### src/rtl/if_prefetch.sv
// Instruction-fetch stage: one outstanding sequential read, DEPTH-entry prefetch queue, redirect flush.
// Define IF_EARLY_HOLD_EN to stall prefetch behind fetched JAL/JALR/BRANCH words until resolve or missed.
//
// state | meaning
// IDLE  | no read outstanding; request when the queue has room and no hold
// REQ   | mem_req raised, waiting for the controller to accept
// WAIT  | read accepted, data will be enqueued on mem_done
// DROP  | read accepted before a redirect, data discarded on mem_done
module if_prefetch #(
    parameter int unsigned     XLEN     = 32,
    parameter int unsigned     DEPTH    = 4,
    parameter logic [XLEN-1:0] RESET_PC = '0
) (
    input  logic            clk_i,
    input  logic            rst_i,
    input  logic            rdy_i,
    output logic            mem_req_o,
    output logic [XLEN-1:0] mem_addr_o,
    input  logic            mem_busy_i,
    input  logic            mem_done_i,
    input  logic [31:0]     mem_rdata_i,
    input  logic            missed_i,
    input  logic [XLEN-1:0] new_pc_i,
    input  logic            resolve_i,
    input  logic            id_ready_i,
    output logic            if_valid_o,
    output logic [31:0]     if_instr_o,
    output logic [XLEN-1:0] if_pc_o,
    output logic            stallreq_o,
    output logic            ctrl_hold_o
);

    localparam int unsigned      PTR_W   = (DEPTH > 1) ? $clog2(DEPTH) : 1;
    localparam int unsigned      CNT_W   = PTR_W + 1;
    localparam logic [CNT_W-1:0] DEPTH_C = CNT_W'(DEPTH);
    localparam logic [XLEN-1:0]  PC_STEP = XLEN'(4);

    typedef enum logic [1:0] {
        S_IDLE = 2'd0,
        S_REQ  = 2'd1,
        S_WAIT = 2'd2,
        S_DROP = 2'd3
    } state_t;

    state_t           state_q, state_d;
    logic             mem_req_q, mem_req_d;
    logic [XLEN-1:0]  mem_addr_q, mem_addr_d;
    logic [XLEN-1:0]  fetch_pc_q, fetch_pc_d;
    logic [31:0]      instr_q [DEPTH];
    logic [XLEN-1:0]  pc_q    [DEPTH];
    logic [PTR_W-1:0] head_q, head_d;
    logic [PTR_W-1:0] tail_q, tail_d;
    logic [CNT_W-1:0] count_q, count_d;
    logic             ctrl_hold_q, ctrl_hold_d;

    logic accept;
    logic in_wait;
    logic room;
    logic fetch_go;
    logic enq;
    logic deq;

    always_comb begin
        accept   = mem_req_q && !mem_busy_i;
        in_wait  = (state_q == S_WAIT);
        room     = (count_q + CNT_W'(in_wait)) < DEPTH_C;
        fetch_go = room && !ctrl_hold_q && !missed_i;
        enq      = in_wait && mem_done_i && !missed_i;
        deq      = if_valid_o && id_ready_i && !missed_i;
    end

    always_ff @(posedge clk_i) begin
        if (rst_i) begin
            state_q <= S_IDLE;
        end else if (rdy_i) begin
            state_q <= state_d;
        end
    end

    // A redirect never starts a request; an accepted or in-flight read must still be retired.
    always_comb begin
        state_d = state_q;
        case (state_q)
            S_IDLE: begin
                if (fetch_go) state_d = S_REQ;
            end
            S_REQ: begin
                if (accept)        state_d = missed_i ? S_DROP : S_WAIT;
                else if (missed_i) state_d = S_IDLE;
            end
            S_WAIT: begin
                if (mem_done_i)    state_d = S_IDLE;
                else if (missed_i) state_d = S_DROP;
            end
            S_DROP: begin
                if (mem_done_i) state_d = S_IDLE;
            end
            default: state_d = S_IDLE;
        endcase
    end

    always_comb begin
        mem_req_o   = mem_req_q;
        mem_addr_o  = mem_addr_q;
        if_valid_o  = (count_q != '0);
        stallreq_o  = (count_q == '0);
        if_instr_o  = instr_q[head_q];
        if_pc_o     = pc_q[head_q];
        ctrl_hold_o = ctrl_hold_q;
    end

    always_comb begin
        mem_req_d  = (state_d == S_REQ);
        mem_addr_d = mem_addr_q;
        if (state_q == S_IDLE && state_d == S_REQ) begin
            mem_addr_d = fetch_pc_q;
        end

        fetch_pc_d = fetch_pc_q;
        if (missed_i) begin
            fetch_pc_d = new_pc_i;
        end else if (accept) begin
            fetch_pc_d = fetch_pc_q + PC_STEP;
        end

        head_d  = head_q;
        tail_d  = tail_q;
        count_d = count_q;
        if (missed_i) begin
            head_d  = '0;
            tail_d  = '0;
            count_d = '0;
        end else begin
            if (enq) tail_d = tail_q + PTR_W'(1);
            if (deq) head_d = head_q + PTR_W'(1);
            case ({enq, deq})
                2'b10:   count_d = count_q + CNT_W'(1);
                2'b01:   count_d = count_q - CNT_W'(1);
                default: count_d = count_q;
            endcase
        end
    end

`ifdef IF_EARLY_HOLD_EN
    always_comb begin
        ctrl_hold_d = ctrl_hold_q;
        if (missed_i) begin
            ctrl_hold_d = 1'b0;
        end else if (enq && (mem_rdata_i[6:4] == 3'b110)) begin
            ctrl_hold_d = 1'b1;
        end else if (resolve_i) begin
            ctrl_hold_d = 1'b0;
        end
    end
`else
    logic unused_resolve;
    assign unused_resolve = resolve_i;

    always_comb begin
        ctrl_hold_d = 1'b0;
    end
`endif

    always_ff @(posedge clk_i) begin
        if (rst_i) begin
            mem_req_q   <= 1'b0;
            mem_addr_q  <= '0;
            fetch_pc_q  <= RESET_PC;
            head_q      <= '0;
            tail_q      <= '0;
            count_q     <= '0;
            ctrl_hold_q <= 1'b0;
            for (int unsigned i = 0; i < DEPTH; i++) begin
                instr_q[i] <= '0;
                pc_q[i]    <= '0;
            end
        end else if (rdy_i) begin
            mem_req_q   <= mem_req_d;
            mem_addr_q  <= mem_addr_d;
            fetch_pc_q  <= fetch_pc_d;
            head_q      <= head_d;
            tail_q      <= tail_d;
            count_q     <= count_d;
            ctrl_hold_q <= ctrl_hold_d;
            if (enq) begin
                instr_q[tail_q] <= mem_rdata_i;
                pc_q[tail_q]    <= mem_addr_q;
            end
        end
    end

endmodule

### config.mk
export PLATFORM = sky130hd
export DESIGN_NAME = if_prefetch
export DESIGN_NICKNAME = d
export VERILOG_FILES = /design/src/rtl/if_prefetch.sv
export SDC_FILE = /design/constraint.sdc
export NUM_CORES = 1
export LEC_CHECK = 0
export BUFFER_PORTS_ARGS = -buffer_cell sky130_fd_sc_hd__buf_2
export CAP_MARGIN = 20
export CORE_MARGIN = 4
export CORE_UTILIZATION = 55
export DETAILED_ROUTE_END_ITERATION = 6
export PLACE_DENSITY_LB_ADDON = 0.15
export SLEW_MARGIN = 30
export SYNTH_ARGS = -nofsm -noshare
export SYNTH_HDL_FRONTEND = slang
export SYNTH_SLANG_ARGS = --single-unit
### constraint.sdc
create_clock -name clk_i -period 5.9 [get_ports clk_i]
set_input_delay 1.475 -clock clk_i [delete_from_list [all_inputs] [get_ports clk_i]]
set_output_delay 1.475 -clock clk_i [all_outputs]
set_load 0.005 [all_outputs]
==> impl_metrics.toml, run 1 <==
[detailed_routing]
dr_wl_met3_um = 2357
ant_nets = 0
first_pass_iters = 5
post_drt_wl_per_cell_um = 22.34
vias_per_cell = 6.165
num_vias = 10150
routed_wl_um = 36780
top_layer_used = "met4"
met2_length_um = 17560
wl_met1_um = 16330
drt_iter0_markers = 1190
drc_errors = 0

[timing]
post-route-period-util_pct = 67.04
min_period_ps = 3955
rsz0062_at_grt = "false"
slew_headroom_pct = 35.22
slew_viol_final = 0
clock_skew_ps = 15.57
whs_ps = 487.3
fin_ws_ps = 1945
max_slew.worst_pin.slew_ps = 971.7
setup_viol = 0
fmax_ghz = 0.2528
setup_tns_ps = 0
hold_viol_final = 0

[grt]
grt_overflow_total = 0
grt_pass1_vias = 10020
grt_max_degree = 86
grt_first_pass_wirelength_um = 58220
grt_antenna_before_repair = 0
grtUsageTotal_pct = 24.13

[synth]
syn-cell-area_mm2 = 0.01517
avgSynthCellArea_um2 = 13.02
synth_cell_type_count = 70
yosysSeqAreaShare_pct = 60.72
ys_warn_count = 0
ys_ff_latch = 332
synth_edf_count = 256
ys.flop_type = "edfxtp_1"
syn-num-nets = 1239
async_flop_share_pct = 0
synthCells = 1165

[cts]
cts_sinks = 332
numCtsBuffers = 35
clockBufferDepth = 3
post_cts_buffers = 0
ctsResizeCount = 0
cts-root-buf = "clkbuf_16"
htreeDepth = 2
clk_pin_slew_worst_paths_ps = 60
clkLatencyLatePin_ps = 510
cts_tree = "done"
cts_hold_buf = 0

[job]
maxCapViolations = 0

[final_layout]
drive_gt1_share_pct = 25.06
post-route-util_pct = 64.16
fin_cells = 1646
area_delta_synth_final_pct = 14.32
antenna_cells = 0
mostFrequentLayoutCell = "edfxtp_1"
fin_nets = 1355
mostFrequentLayoutCells = "edfxtp_1 (256), and3_1 (203), buf_2 (169)"

[power]
powerDensity_mw_per_mm2 = 285.2
peakVddDrop_v = 0.0001905
leakagePower_uw = 0.007053

[critical_path]
start_kind = "flop"
path_max_fanout = 26
end_kind = "output port"
crit_arrival_ps = 2480
path_class = "reg2out"
required_ps = 4430

[die]
start_util_pct = 56.12
num_io_pins = 172
die_area_mm2 = 0.03030
dieWidth_um = 174.1
die_height_um = 174.1
coreArea_mm2 = 0.02703
num_rows = 60

[place]
place.port_buffers = 169
pre_cts_ws_ps = 1886
place_congestion = 0.8366
dp_hpwl_um = 21280
dp_cells = 1583

[outcome]
status = "finished clean"

[min_path]
hold_class = "reg2reg"
## stage by stage
step | instance area, µm² | total power (µW)
2_1_floorplan | 15170 | 2797
3_3_place_gp | 16140 | 2903
3_5_place_dp | 16220 | 2913
4_1_cts | 17300 | 4982
5_1_grt | 17340 | 5115
6_report | 17340 | 4945
## path summary, 6_finish.rpt
kind | cells after the start | slack, ps | start | endpoint
worst max-delay path | 4 | 1940 | flop | if_pc_o[31]
worst min-delay path | 2 | 490 | head_q[1] | flop
worst max register to register | 4 | 3400 | state_q[1] | pc_q[1][7]
worst min register to register | 2 | 490 | head_q[1] | flop
## worst max-delay path, cell delays in order, from the launching register on
cell	delay, ps
dfxtp_4	620
buf_12	290
buf_4	330
mux4_2	560
buf_2	140
## cell usage after synthesis, types with 5 or more instances
| library cell | number | area share [%] |
|---|---|---|
| mux2i_1 | 7 | 0.46 |
| or4_1 | 6 | 0.30 |
| and3_1 | 204 | 8.4 |
| mux4_2 | 64 | 9.5 |
| buf_2 | 35 | 1.2 |
| a21oi_1 | 62 | 2.0 |
| nor3_1 | 10 | 0.33 |
| dfxtp_1 | 76 | 10 |
| a211oi_1 | 9 | 0.45 |
| nor2_1 | 20 | 0.49 |
| o211ai_1 | 8 | 0.40 |
| clkbuf_1 | 62 | 1.5 |
| nor2b_1 | 7 | 0.29 |
| a31oi_1 | 8 | 0.33 |
| inv_1 | 6 | 0.15 |
| o21ai_0 | 20 | 0.66 |
| nand4_1 | 6 | 0.25 |
| nand2_1 | 99 | 2.5 |
| nand3_1 | 14 | 0.46 |
| nand3b_1 | 5 | 0.25 |
| and4_1 | 10 | 0.58 |
| edfxtp_1 | 256 | 51 |
| or3_1 | 6 | 0.25 |
| and2_1 | 69 | 2.8 |
| clkbuf_2 | 8 | 0.26 |
## kinds of logic after synthesis
logic type	after synthesis	synth area share, %
AO/OA/AOI/OAI	154	6.666
XOR/XNOR	3	0.1733
adder cells (fa/ha/maj)	2	0.1650
buffers and inverters	118	3.457
flip-flops	332	60.72
multiplexers	71	9.965
other	1	0.02472
AND/OR/NAND/NOR	484	18.83
## sequential cells by signal, summed over array words and instances, names as in the netlist, 2 cells and up, named ones only
name        cells
pc_q          128
count_q         3
state_q         2
mem_addr_o     32
tail_q          2
instr_q       128
fetch_pc_q     32
head_q          2
## layout make-up
type                    count  area [µm²]
clock buffers              52        1012
clock inverters             9       66.31
fillers                  2037        9687
inverters                   6       22.52
multi-input cells         715        5502
flip-flops and latches    332        9216
well taps                 341       426.7
repair buffers            191        1094
## report_power, final
part | total (µW) | internal [µW] | switching (µW)
registers | 2630 | 2580 | 46.4
clock network | 2080 | 1230 | 855
logic | 232 | 89.3 | 142
## routing by layer
metal  track usage (%)  vias to the layer above
met4             4.685                        0
li1                  -                     4712
met1             35.61                     5039
met5                 0                        -
met2             38.55                      348
met3             4.132                       48
No activity file was read; power rests on OpenSTA's default activity.
==> run 2: changes to the inputs <==
==> constraint.sdc (replaced) <==
create_clock -name clk_i -period 3.75 [get_ports clk_i]
set_input_delay 0.9375 -clock clk_i [delete_from_list [all_inputs] [get_ports clk_i]]
set_output_delay 0.9375 -clock clk_i [all_outputs]
set_load 0.005 [all_outputs]
==> run 2 against run 1 <==
Critical path depth down 1. Clock power up 56%. Cell count up 0.67%. First-iteration DRC count down 14%. Final area up 0.97%.
==> impl_metrics.toml, run 2 (synthesis results as in run 1) <==
[detailed_routing]
drt_iter0_markers = 1028
ant_nets = 0
vias_per_cell = 6.225
num_vias = 10320
post_drt_wl_per_cell_um = 22.42
drc_errors = 0
routed_wl_um = 37150
first_pass_iters = 5

[grt]
grtUsageTotal_pct = 24.18
grt_overflow_total = 0
grt_pass1_vias = 10310
grt_antenna_before_repair = 0
grt_max_degree = 77
grt_first_pass_wirelength_um = 58340

[final_layout]
antenna_cells = 0
post-route-util_pct = 64.78
area_delta_synth_final_pct = 15.43
multiInputGateArea_mm2 = 0.005488
ff_latch_area_mm2 = 0.009216
fin_cells = 1657
reg.largest.list = "instr_q: 128 flops, pc_q: 128 flops"
fillers = 2044
fin_nets = 1365
mostFrequentLayoutCell = "edfxtp_1"
drive_gt1_share_pct = 25.68
mostFrequentLayoutCells = "edfxtp_1 (256), and3_1 (203), buf_2 (169)"

[power]
leakagePower_uw = 0.007129
powerDensity_mw_per_mm2 = 443.3
peakVddDrop_v = 0.0002722

[job]
maxCapViolations = 0

[min_path]
hold_class = "reg2reg"

[critical_path]
crit_buf_inv = 2
critical_path.top_delay_family = "multiplexers"
start_kind = "flop"
path_max_fanout = 15
required_ps = 2810
end_kind = "output port"
slowest_delay_ps = 580
path_class = "reg2out"
crit_chain = "buf_4 -> mux4_2 -> buf_2"
crit_arrival_ps = 2170
crit_slowest_cell = "mux4_2"

[place]
place_congestion = 0.8654
dp_hpwl_um = 22320
place.port_buffers = 169
dp_cells = 1595
pre_cts_ws_ps = 858.2

[timing]
setup_tns_ps = 0
fmax_ghz = 0.3213
fin_ws_ps = 637.6
hold_viol_final = 0
max_slew.worst_pin.slew_ps = 822.4
clock_skew_ps = 12.46
min_period_ps = 3112
slew_viol_final = 0
slew_headroom_pct = 45.06
setup_viol = 0
whs_ps = 454.6
rsz0062_at_grt = "false"
post-route-period-util_pct = 83.00

[die]
die_area_mm2 = 0.03030
start_util_pct = 56.12
num_io_pins = 172
dieWidth_um = 174.1
coreArea_mm2 = 0.02703
die_height_um = 174.1
num_rows = 60

[cts]
ctsResizeCount = 0
cts_hold_buf = 0
clkLatencyLatePin_ps = 510
clk_pin_slew_worst_paths_ps = 60
cts-root-buf = "clkbuf_16"
cts_tree = "done"
clockBufferDepth = 3
post_cts_buffers = 0
numCtsBuffers = 35
cts_sinks = 332
htreeDepth = 2

[outcome]
status = "finished clean"
run 2: cell count changes in the layout (fill, tap and decap cells not counted), sizes merged:
cell and delta:
clkinv +4, clkbuf -6, clkinvlp +1, bufinv +1, buf +10, inv +1
run 2: stage by stage:
step | power (µW) | area (µm²)
floorplan | 4401 | 15170
global placement | 4591 | 16450
detailed placement | 4603 | 16450
CTS | 7810 | 17510
global route | 8015 | 17510
finish | 7761 | 17510
run 2: metal layers:
| layer | up-vias | global-route usage (%) | wire [µm] |
|---|---|---|---|
| met5 | - | 0 | 0 |
| met4 | 0 | 5.609 | 644 |
| met3 | 46 | 3.915 | 2668 |
| met2 | 409 | 40.06 | 18180 |
| met1 | 5122 | 34.11 | 15660 |
| li1 | 4738 | - | - |
run 2: final timing paths:
check | startpoint | end | slack (ps) | cells after the start
worst max-delay path | flop | if_pc_o[31] | 640 | 3
worst min-delay path | fetch_pc_q[1] | mem_addr_o[1] | 450 | 2
worst max register to register | state_q[0] | count_q[2] | 1400 | 8
worst min register to register | fetch_pc_q[1] | mem_addr_o[1] | 450 | 2
run 2: cell type report:
type                       instances  share of cell area (%)
sequential                       332                   52.64
multi-input combinational        715                   31.35
timing repair buffer             201                   7.419
clock buffer                      46                   5.239
tap                              341                   2.437
clock inverter                    16                  0.7862
inverter                           6                  0.1286
run 2: report_power, final:
group	leakage (µW)	internal, µW	total, µW	switching [µW]
clock	0.000511	1870	3240	1370
sequential	0.00326	4060	4140	71.3
combinational	0.00336	157	389	231
run 2: worst register-to-register path: stages, from the launching register on:
cell and delay (ps):
dfxtp_1 570, and3b_1 360, nor3_1 230, xnor2_1 100, ha_1 210, or2_2 290
nor3_1 130, o21ai_0 90, a41o_1 260
==> run 3: changes to the inputs <==
--- a/config.mk
+++ b/config.mk
@@ -5,10 +5,11 @@
 export SDC_FILE = /design/constraint.sdc
 export NUM_CORES = 1
 export LEC_CHECK = 0
+export ABC_AREA = 1
 export BUFFER_PORTS_ARGS = -buffer_cell sky130_fd_sc_hd__buf_2
 export CAP_MARGIN = 20
 export CORE_MARGIN = 4
-export CORE_UTILIZATION = 55
+export CORE_UTILIZATION = 53
 export DETAILED_ROUTE_END_ITERATION = 6
 export PLACE_DENSITY_LB_ADDON = 0.15
 export SLEW_MARGIN = 30
==> constraint.sdc (replaced) <==
create_clock -name clk_i -period 2.85 [get_ports clk_i]
set_input_delay 0.7125 -clock clk_i [delete_from_list [all_inputs] [get_ports clk_i]]
set_output_delay 0.7125 -clock clk_i [all_outputs]
set_load 0.005 [all_outputs]
==> run 3 against run 2 <==
Worst hold slack improved by 41 ps. Count of clock-buffer cells in the layout did not move. Synthesized area fell by 1.3%. Flip-flop and latch count did not move. Largest cell class unchanged.
==> impl_metrics.toml, run 3 <==
[timing]
fmax_ghz = 0.3627
clock_skew_ps = 14.60
post-route-period-util_pct = 96.74
slew_viol_final = 0
setup_tns_ps = 0
min_period_ps = 2757
slew_headroom_pct = 54.22
max_slew.worst_pin.slew_ps = 686.7
setup_viol = 0
rsz0062_at_grt = "false"
whs_ps = 495.9
fin_ws_ps = 93.04
hold_viol_final = 0

[synth]
yosys.area.top_type = "edfxtp_1"
synth_top_cells_by_count = "nor2_1 (355), edfxtp_1 (256), o21ai_0 (191)"
syn-cell-area_mm2 = 0.01496
synth_cell_type_count = 34
ys.flop_type = "edfxtp_1"
avgSynthCellArea_um2 = 9.283
yosysMostFrequentCell = "nor2_1"
synth_edf_count = 256
async_flop_share_pct = 0
synth.area.top_cells = "edfxtp_1 (51%), dfxtp_1 (10%), nor2_1 (8.9%)"
synthCells = 1612
ys_warn_count = 0
yosysSeqAreaShare_pct = 61.54
syn-num-nets = 1686
ys_ff_latch = 332
synth_top_area_share_pct = 51.37

[detailed_routing]
drc_errors = 0
first_pass_iters = 5
met2_length_um = 17720
top_layer_used = "met4"
dr_wl_met3_um = 2836
drt_iter0_markers = 922
wl_met1_um = 15980
ant_nets = 0
num_vias = 11720
routed_wl_um = 37250
post_drt_wl_per_cell_um = 17.36
vias_per_cell = 5.461

[min_path]
hold_path_end = "fetch_pc_q[31]"
hold_depth = 2
hold_class = "reg2reg"
hp-start = "fetch_pc_q[31]"

[final_layout]
drive_gt1_share_pct = 17.87
multiInputGateArea_mm2 = 0.004776
area_delta_synth_final_pct = 15.69
fin_nets = 1819
post-route-util_pct = 62.31
fillers = 2399
mostFrequentLayoutCell = "nor2_1"
mostFrequentLayoutCells = "nor2_1 (354), edfxtp_1 (256), o21ai_0 (189)"
antenna_cells = 0
ff_latch_area_mm2 = 0.009214
reg.largest.list = "instr_q: 128 flops, pc_q: 128 flops"

[grt]
grt_antenna_before_repair = 0
grt_pass1_vias = 11270
grt_max_degree = 124
grtUsageTotal_pct = 23.65
grt_overflow_total = 0
grt_first_pass_wirelength_um = 58990

[critical_path]
path_max_fanout = 28
reg2reg_to = "instr_q[1][28]"
required_ps = 2140
path_class = "reg2out"
rr_worst_depth = 8
regToRegStartpoint = "state_q[0]"
end_kind = "output port"
crit_arrival_ps = 2040
ff2ff_setup_slack_ps = 900
start_kind = "flop"

[die]
die_height_um = 176.0
num_rows = 61
coreArea_mm2 = 0.02778
num_io_pins = 172
dieWidth_um = 176.0
die_area_mm2 = 0.03099
start_util_pct = 53.86

[place]
pre_cts_ws_ps = 445.7
place.port_buffers = 169
place_congestion = 0.9266
dp_hpwl_um = 22330

[power]
peakVddDrop_v = 0.0003462
leakagePower_uw = 0.006641
powerDensity_mw_per_mm2 = 616.8

[cts]
clk_pin_slew_worst_paths_ps = 60
cts-root-buf = "clkbuf_16"
post_cts_buffers = 0
clkLatencyLatePin_ps = 510
clockBufferDepth = 3
cts_sinks = 332
cts_tree = "done"
numCtsBuffers = 35
htreeDepth = 2

[outcome]
status = "finished clean"

[job]
maxCapViolations = 0
-- run 3: cell count changes after synthesis, sizes merged, moves of 25 or more --
| cell | delta |
|---|---|
| and2 | -69 |
| and3 | -204 |
| inv | +140 |
| mux4 | -64 |
| nand2 | +69 |
| nand3 | +25 |
| nor2 | +387 |
| nor3 | +53 |
| o21ai | +171 |
| o22ai | +66 |
-- run 3: cells by family after synthesis --
logic type	Yosys count	synth area share (%)
AO/OA/AOI/OAI	337	12.08
AND/OR/NAND/NOR	685	19.08
other	1	0.02506
adder cells (fa/ha/maj)	2	0.1672
multiplexers	1	0.06689
XOR/XNOR	3	0.1756
buffers and inverters	251	6.865
flip-flops	332	61.54
-- run 3: worst max-delay path, cell delays in order, from the launching register on --
cell	delay (ps)
dfxtp_4	520
buf_4	360
o21ai_0	150
o22ai_1	320
buf_2	180
-- run 3: worst max-delay path by stage --
stage | to | from | slack (ps)
after detailed placement | instr_q[0][20] | missed_i | 450
after floorplan | instr_q[0][0] | missed_i | -100
after global routing | if_pc_o[19] | flop | 20
after global placement | instr_q[0][25] | missed_i | 480
after CTS | if_instr_o[31] | flop | 50
final | if_pc_o[19] | flop | 90
-- run 3: layout make-up --
cell class	count	share of cell area (%)
Timing Repair Buffer	200	6.953
Multi-Input combinational cell	1029	27.59
Inverter	147	3.238
Sequential cell	332	53.22
Clock inverter	14	0.6649
Clock buffer	46	5.601
Tap cell	378	2.732
-- run 3: power by group --
group	total, µW	leakage (µW)	switching (µW)	internal (µW)
sequential	5480	0.00327	99.9	5380
combinational	825	0.00284	542	284
clock	4370	0.000530	1800	2570
total	10700	0.00664	2440	8240
-- run 3: metrics by stage --
stage / cell area (µm²) / cells / power [µW]
4_1_cts: 17310 / 2146 / 10730
6_report: 17310 / 2146 / 10680
3_3_place_gp: 16220 / 2086 / 6394
3_5_place_dp: 16220 / 2086 / 6411
2_1_floorplan: 14990 / 1612 / 6028
5_1_grt: 17310 / 2146 / 11070
-- run 3: timing repair --
action,4_1_cts,5_1_grt
endpoints found under the setup margin,0,5
resized for setup,0,2
hold buffers,0,0
-- run 3: per-layer routing --
metal | up-vias | track usage [%]
met5 | - | 0
met4 | 0 | 6.173
met3 | 53 | 3.854
met2 | 429 | 39.54
met1 | 5533 | 32.52
li1 | 5705 | -
